**src/rtl/fifo_wr_pkg.sv**
```systemverilog
// fifo_wr_pkg: shared state/mode enums and default widths for the FIFO burst writer
package fifo_wr_pkg;
  localparam int DATA_W_DEF = 4;
  localparam int LEN_W_DEF  = 4;
  typedef enum logic [1:0] {IDLE = 2'b00, PUSH = 2'b01, DONE = 2'b10} state_t;
  typedef enum logic [1:0] {INC = 2'b00, CONST = 2'b01, LFSR = 2'b10, WALK = 2'b11} mode_t;
endpackage

```
**src/rtl/fifo_pattern_gen.sv**
```systemverilog
// fifo_pattern_gen: pattern register; wclk/rst, load (seed per mode), advance (step per mode), word_o current value
module fifo_pattern_gen
  import fifo_wr_pkg::*;
#(
  parameter int DATA_W = DATA_W_DEF
) (
  input  logic              wclk,
  input  logic              rst,
  input  logic              load,
  input  logic              advance,
  input  mode_t             mode,
  input  logic [DATA_W-1:0] seed,
  output logic [DATA_W-1:0] word_o
);
  logic [DATA_W-1:0] pat_q, pat_d, step, init;
  always_comb begin
    // walking-one always starts at 1; LFSR cannot leave the all-zero state, so 0 is replaced by 1
    init = (mode == WALK || (mode == LFSR && seed == '0)) ? DATA_W'(1) : seed;
    step = mode == INC   ? pat_q + DATA_W'(1) :
           mode == CONST ? pat_q :
           mode == LFSR  ? {pat_q[DATA_W-2:0], pat_q[DATA_W-1] ^ pat_q[DATA_W-2]} :
                           {pat_q[DATA_W-2:0], pat_q[DATA_W-1]};
    pat_d = load ? init : advance ? step : pat_q;
  end
  always_ff @(posedge wclk or posedge rst)
    if (rst) pat_q <= '0;
    else pat_q <= pat_d;
  assign word_o = pat_q;
endmodule

```
**src/rtl/fifo_burst_writer.sv**
```systemverilog
// fifo_burst_writer: pushes a len-word patterned burst into a FIFO; start/len/mode/seed request, abort, full_in stall; we/data_out write port, busy/done status, sent_count/checksum summary
module fifo_burst_writer
  import fifo_wr_pkg::*;
#(
  parameter int DATA_W = DATA_W_DEF,
  parameter int LEN_W  = LEN_W_DEF
) (
  input  logic              wclk,
  input  logic              rst,
  input  logic              start,
  input  logic [LEN_W-1:0]  len,
  input  logic [1:0]        mode,
  input  logic [DATA_W-1:0] seed,
  input  logic              abort,
  input  logic              full_in,
  output logic              we,
  output logic [DATA_W-1:0] data_out,
  output logic              busy,
  output logic              done,
  output logic [LEN_W:0]    sent_count,
  output logic [DATA_W-1:0] checksum
);
  state_t            state_q, state_d;
  mode_t             mode_q, mode_d, gen_mode;
  logic [LEN_W:0]    rem_q, rem_d, sent_q, sent_d;
  logic [DATA_W-1:0] chk_q, chk_d;
  logic              accept;
  always_comb begin
    accept   = state_q == IDLE && start;
    we       = state_q == PUSH && !full_in;
    // the generator sees the incoming mode while loading, the latched one while advancing
    gen_mode = accept ? mode_t'(mode) : mode_q;
    mode_d   = accept ? mode_t'(mode) : mode_q;
    rem_d    = accept ? (len == '0 ? (LEN_W+1)'(1) << LEN_W : {1'b0, len}) :
               we     ? rem_q - (LEN_W+1)'(1) : rem_q;
    sent_d   = accept ? '0 : we ? sent_q + (LEN_W+1)'(1) : sent_q;
    chk_d    = accept ? '0 : we ? chk_q ^ data_out : chk_q;
    state_d  = state_q == IDLE ? (accept ? PUSH : IDLE) :
               state_q == PUSH ? ((we && rem_q == (LEN_W+1)'(1)) || abort ? DONE : PUSH) :
                                 IDLE;
  end
  always_ff @(posedge wclk or posedge rst)
    if (rst) begin
      state_q <= IDLE;
      mode_q  <= INC;
      rem_q   <= '0;
      sent_q  <= '0;
      chk_q   <= '0;
    end else begin
      state_q <= state_d;
      mode_q  <= mode_d;
      rem_q   <= rem_d;
      sent_q  <= sent_d;
      chk_q   <= chk_d;
    end
  fifo_pattern_gen #(.DATA_W(DATA_W)) u_gen (
    .wclk    (wclk),
    .rst     (rst),
    .load    (accept),
    .advance (we),
    .mode    (gen_mode),
    .seed    (seed),
    .word_o  (data_out)
  );
  assign busy       = state_q == PUSH;
  assign done       = state_q == DONE;
  assign sent_count = sent_q;
  assign checksum   = chk_q;
endmodule

```
**config.mk**
```make
export PLATFORM = sky130hd
export DESIGN_NAME = fifo_burst_writer
export DESIGN_NICKNAME = d
export VERILOG_FILES = /design/src/rtl/fifo_wr_pkg.sv /design/src/rtl/fifo_pattern_gen.sv /design/src/rtl/fifo_burst_writer.sv
export SDC_FILE = /design/constraint.sdc
export NUM_CORES = 1
export LEC_CHECK = 0
export CORE_ASPECT_RATIO = 1.2
export CORE_MARGIN = 2
export CORE_UTILIZATION = 48
export DETAILED_ROUTE_END_ITERATION = 7
export PLACE_DENSITY = 0.79
export SETUP_SLACK_MARGIN = 0.2
export SYNTH_ARGS = -nofsm -noshare
export SYNTH_HDL_FRONTEND = slang
export SYNTH_SLANG_ARGS = --single-unit
```
**constraint.sdc**
```tcl
create_clock -name wclk -period 1.8 [get_ports wclk]
set_clock_uncertainty 0.05 [all_clocks]
set_input_delay 0.27 -clock wclk [delete_from_list [all_inputs] [get_ports wclk]]
set_output_delay 0.27 -clock wclk [all_outputs]
set_load 0.01 [all_outputs]
```
==> results.sh <==
export IMPL_r2r_slack_ps=260
export IMPL_cts_max_level=1
export IMPL_syn_area_per_cell_sq_um=9.27
export IMPL_cts_tree="done"
export IMPL_synth_most_common_cell="dfrtp_1"
export IMPL_grt_max_degree=23
export IMPL_finalHoldViolCount=0
export IMPL_syn_area_sq_um=1200
export IMPL_critPathKind="reg2out"
export IMPL_yosysTopAreaCell="dfrtp_1"
export IMPL_cts_root_buf="clkbuf_4"
export IMPL_p_sw_uw=1010
export IMPL_grt_pass1_wl_um=5100
export IMPL_die_w_um=49.7
export IMPL_r2r_start="u_gen.word_o[1]$_DFFE_PP0P_"
export IMPL_relSlewSlack=0.776
export IMPL_cp_end_kind="primary output"
export IMPL_drtPass1Iterations=4
export IMPL_ir_drop_mv=0.848
export IMPL_gp_congestion=0.841
export IMPL_p_comb_frac=0.556
export IMPL_clkTransAtPathRegs_ps=120
export IMPL_yosys_cell_types_count=37
export IMPL_worst_pin_slew_ps=336
export IMPL_hold_buffers=0
export IMPL_vias_per_cell=5.70
export IMPL_dpl_hpwl_um=2260
export IMPL_start_kind="flip-flop"
export IMPL_synthFlopType="dfrtp_1"
export IMPL_crit_path_end="we"
export IMPL_ys_top_cells_by_area="dfrtp_1, nor2_1, xor2_1"
export IMPL_synth_async_reset_ratio=1.00
export IMPL_numCtsBuffers=3
export IMPL_worst_path_max_fanout=3
export IMPL_p_per_area_nw_per_um2=1420
export IMPL_stdcell_count=208
export IMPL_start_util=0.517
export IMPL_netlist_instances=130
export IMPL_routed_wl_um=3310
export IMPL_fmaxAchievable_ghz=0.620
export IMPL_maxSlewViolCount=0
export IMPL_ios=31
export IMPL_worst_slack_ps=188
export IMPL_reg2reg_depth=5
export IMPL_critical_path_startpoint="state_q[1]$_DFF_PP0_"
export IMPL_antenna_left=0
export IMPL_worstPathArrival_ps=1290
export IMPL_intPower_uw=1480
export IMPL_grt_pass1_vias=1231
export IMPL_clkLatencyLatePin_ps=300
export IMPL_min_path_type="in2async"
export IMPL_setup_viol=0
export IMPL_placementRows=19
export IMPL_fp_dieArea_sq_um=2930
export IMPL_post_route_period_util=0.895
export IMPL_switching_share=0.406
export IMPL_pre_cts_slack_ps=-164
export IMPL_nets=198
export IMPL_ctsLongestPathBuffers=2
export IMPL_cp_data_required_time_ps=1480
export IMPL_ys_warn_count=0
export IMPL_fill_cells=175
export IMPL_vias=1185
export IMPL_clkSinkCount=22
export IMPL_dieHeight_um=58.9
export IMPL_syn_nets=149
export IMPL_clock_power_share=0.091
export IMPL_ys_ff_latch=22
export IMPL_period_needed_ps=1610
export IMPL_synth_edf_count=0
export IMPL_drv_cap=0
export IMPL_synth_commonest_cells="dfrtp_1, nor2_1, nand2_1"
export IMPL_io_buffer_count=30
export IMPL_drive_above_1_share=0.220
export IMPL_p_leak_uw=0.000809
export IMPL_area_growth_pct=45.9
export IMPL_antenna_found_initial=0
export IMPL_wl_per_cell_um=15.9
export IMPL_synth_top_area_share=0.457
export IMPL_utilization=0.755
export IMPL_seqPwrFrac=0.353
export IMPL_outcome="finished clean"
export IMPL_overflow=0
export IMPL_worstReg2RegEnd="u_gen.word_o[3]$_DFFE_PP0P_"
export IMPL_drc_errors=0
export IMPL_rsz0062_at_grt="yes"
export IMPL_grt_total_usage=0.230
export IMPL_ys_seq_area_frac=0.457
export IMPL_worst_hold_slack_ps=244
export IMPL_core_area_sq_um=2330
export IMPL_dp_cells=194
export IMPL_drt_iter0_markers=30
export IMPL_num_antenna_cells=0
-- state kept, by name (all words and copies together) (netlist names) --
signal        cells
sent_count        5
u_gen.word_o      4
rem_q             5
state_q           2
checksum          4
mode_q            2
-- critical path, stage by stage, from the launching register on --
cell	delay, ps
dfrtp_1	400
or3b_4	400
inv_4	90
buf_6	100
-- area by class of cell --
| class | instances | area, sq um | area share |
|---|---|---|---|
| flip-flops and latches | 22 | 553 | 0.315 |
| clock buffers | 3 | 22.5 | 0.0128 |
| well taps | 31 | 38.8 | 0.0221 |
| multi-input cells | 96 | 641 | 0.364 |
| inverters | 7 | 28.8 | 0.0164 |
| repair buffers | 49 | 474 | 0.270 |
-- worst min-delay path by stage --
| stage | depth (start not counted) | slack [ps] | endpoint |
|---|---|---|---|
| final | 3 | 240 | sent_count[1]$_DFFE_PP0P_ |
| after global routing | 3 | 280 | u_gen.word_o[0]$_DFFE_PP0P_ |
| after CTS | 3 | 270 | rem_q[1]$_DFFE_PP0P_ |
| after detailed placement | 1 | 440 | sent_count[4]$_DFFE_PP0P_ |
| after global placement | 1 | 410 | sent_count[4]$_DFFE_PP0P_ |
| after floorplan | 1 | 210 | checksum[0]$_DFFE_PP0P_ |
-- power groups by stage --
stage                     Sequential (uW)  Combinational (uW)  Clock [uW]
after detailed placement              921                1100           0
final                                 877                1380         226
after floorplan                       911                 626           0
after global routing                  898                1510         243
after CTS                             866                1270         222
after global placement                914                1040           0
-- what timing repair did --
item / 4_1_cts / 5_1_grt
gates cloned: 0 / 1
setup endpoints to repair: 12 / 10
pin swaps: 0 / 2
buffers inserted: 6 / 4
resized for setup: 17 / 12
-- layout by cell type, fill, tap and decap left out, types with 2 or more instances in the layout --
cell	Yosys	routed
nor2_1	15	15
a21oi_1	6	6
dlymetal6s2s_1	0	2
inv_1	6	6
a21o_1	2	2
nand2b_1	2	2
dfrtp_1	22	20
o21ai_1	4	3
buf_4	0	16
nand2_1	13	13
o21ai_0	4	4
a22oi_1	2	2
nor2b_1	5	4
clkbuf_4	0	3
clkdlybuf4s50_1	0	25
nand4_1	3	3
xor2_1	6	6
a31oi_1	2	2
xnor2_1	2	2
buf_6	2	2
nand3_1	3	3
o221ai_1	2	2
o22ai_1	2	2
or3b_4	1	2
ha_1	4	4
nor3_1	6	5
dfrtp_2	0	2
-- per-stage QoR --
step	power, uW	TNS (ps)	area [sq um]
2_1_floorplan	1540	0	1200
3_3_place_gp	1960	-347	1570
3_5_place_dp	2020	-583	1570
4_1_cts	2360	0	1660
5_1_grt	2650	0	1760
6_report	2490	0	1760
-- per-layer routing --
layer,part of all wire,global-route usage,routed length [um]
met1,0.38,0.243,1250
met2,0.55,0.429,1810
met3,0.038,0.0355,127
met4,0.037,0.135,123
met5,0,0,0
-- cells by family (layout without fill, tap and decap cells) --
group | count (synthesis) | after routing | share of synthesized area
flip-flops | 22 | 22 | 0.457
adder cells (fa/ha/maj) | 4 | 4 | 0.0415
AND/OR/NAND/NOR | 54 | 54 | 0.225
AO/OA/AOI/OAI | 30 | 30 | 0.165
buffers and inverters | 12 | 59 | 0.0530
XOR/XNOR | 8 | 8 | 0.0582
Power figures use the tool's default switching activity.
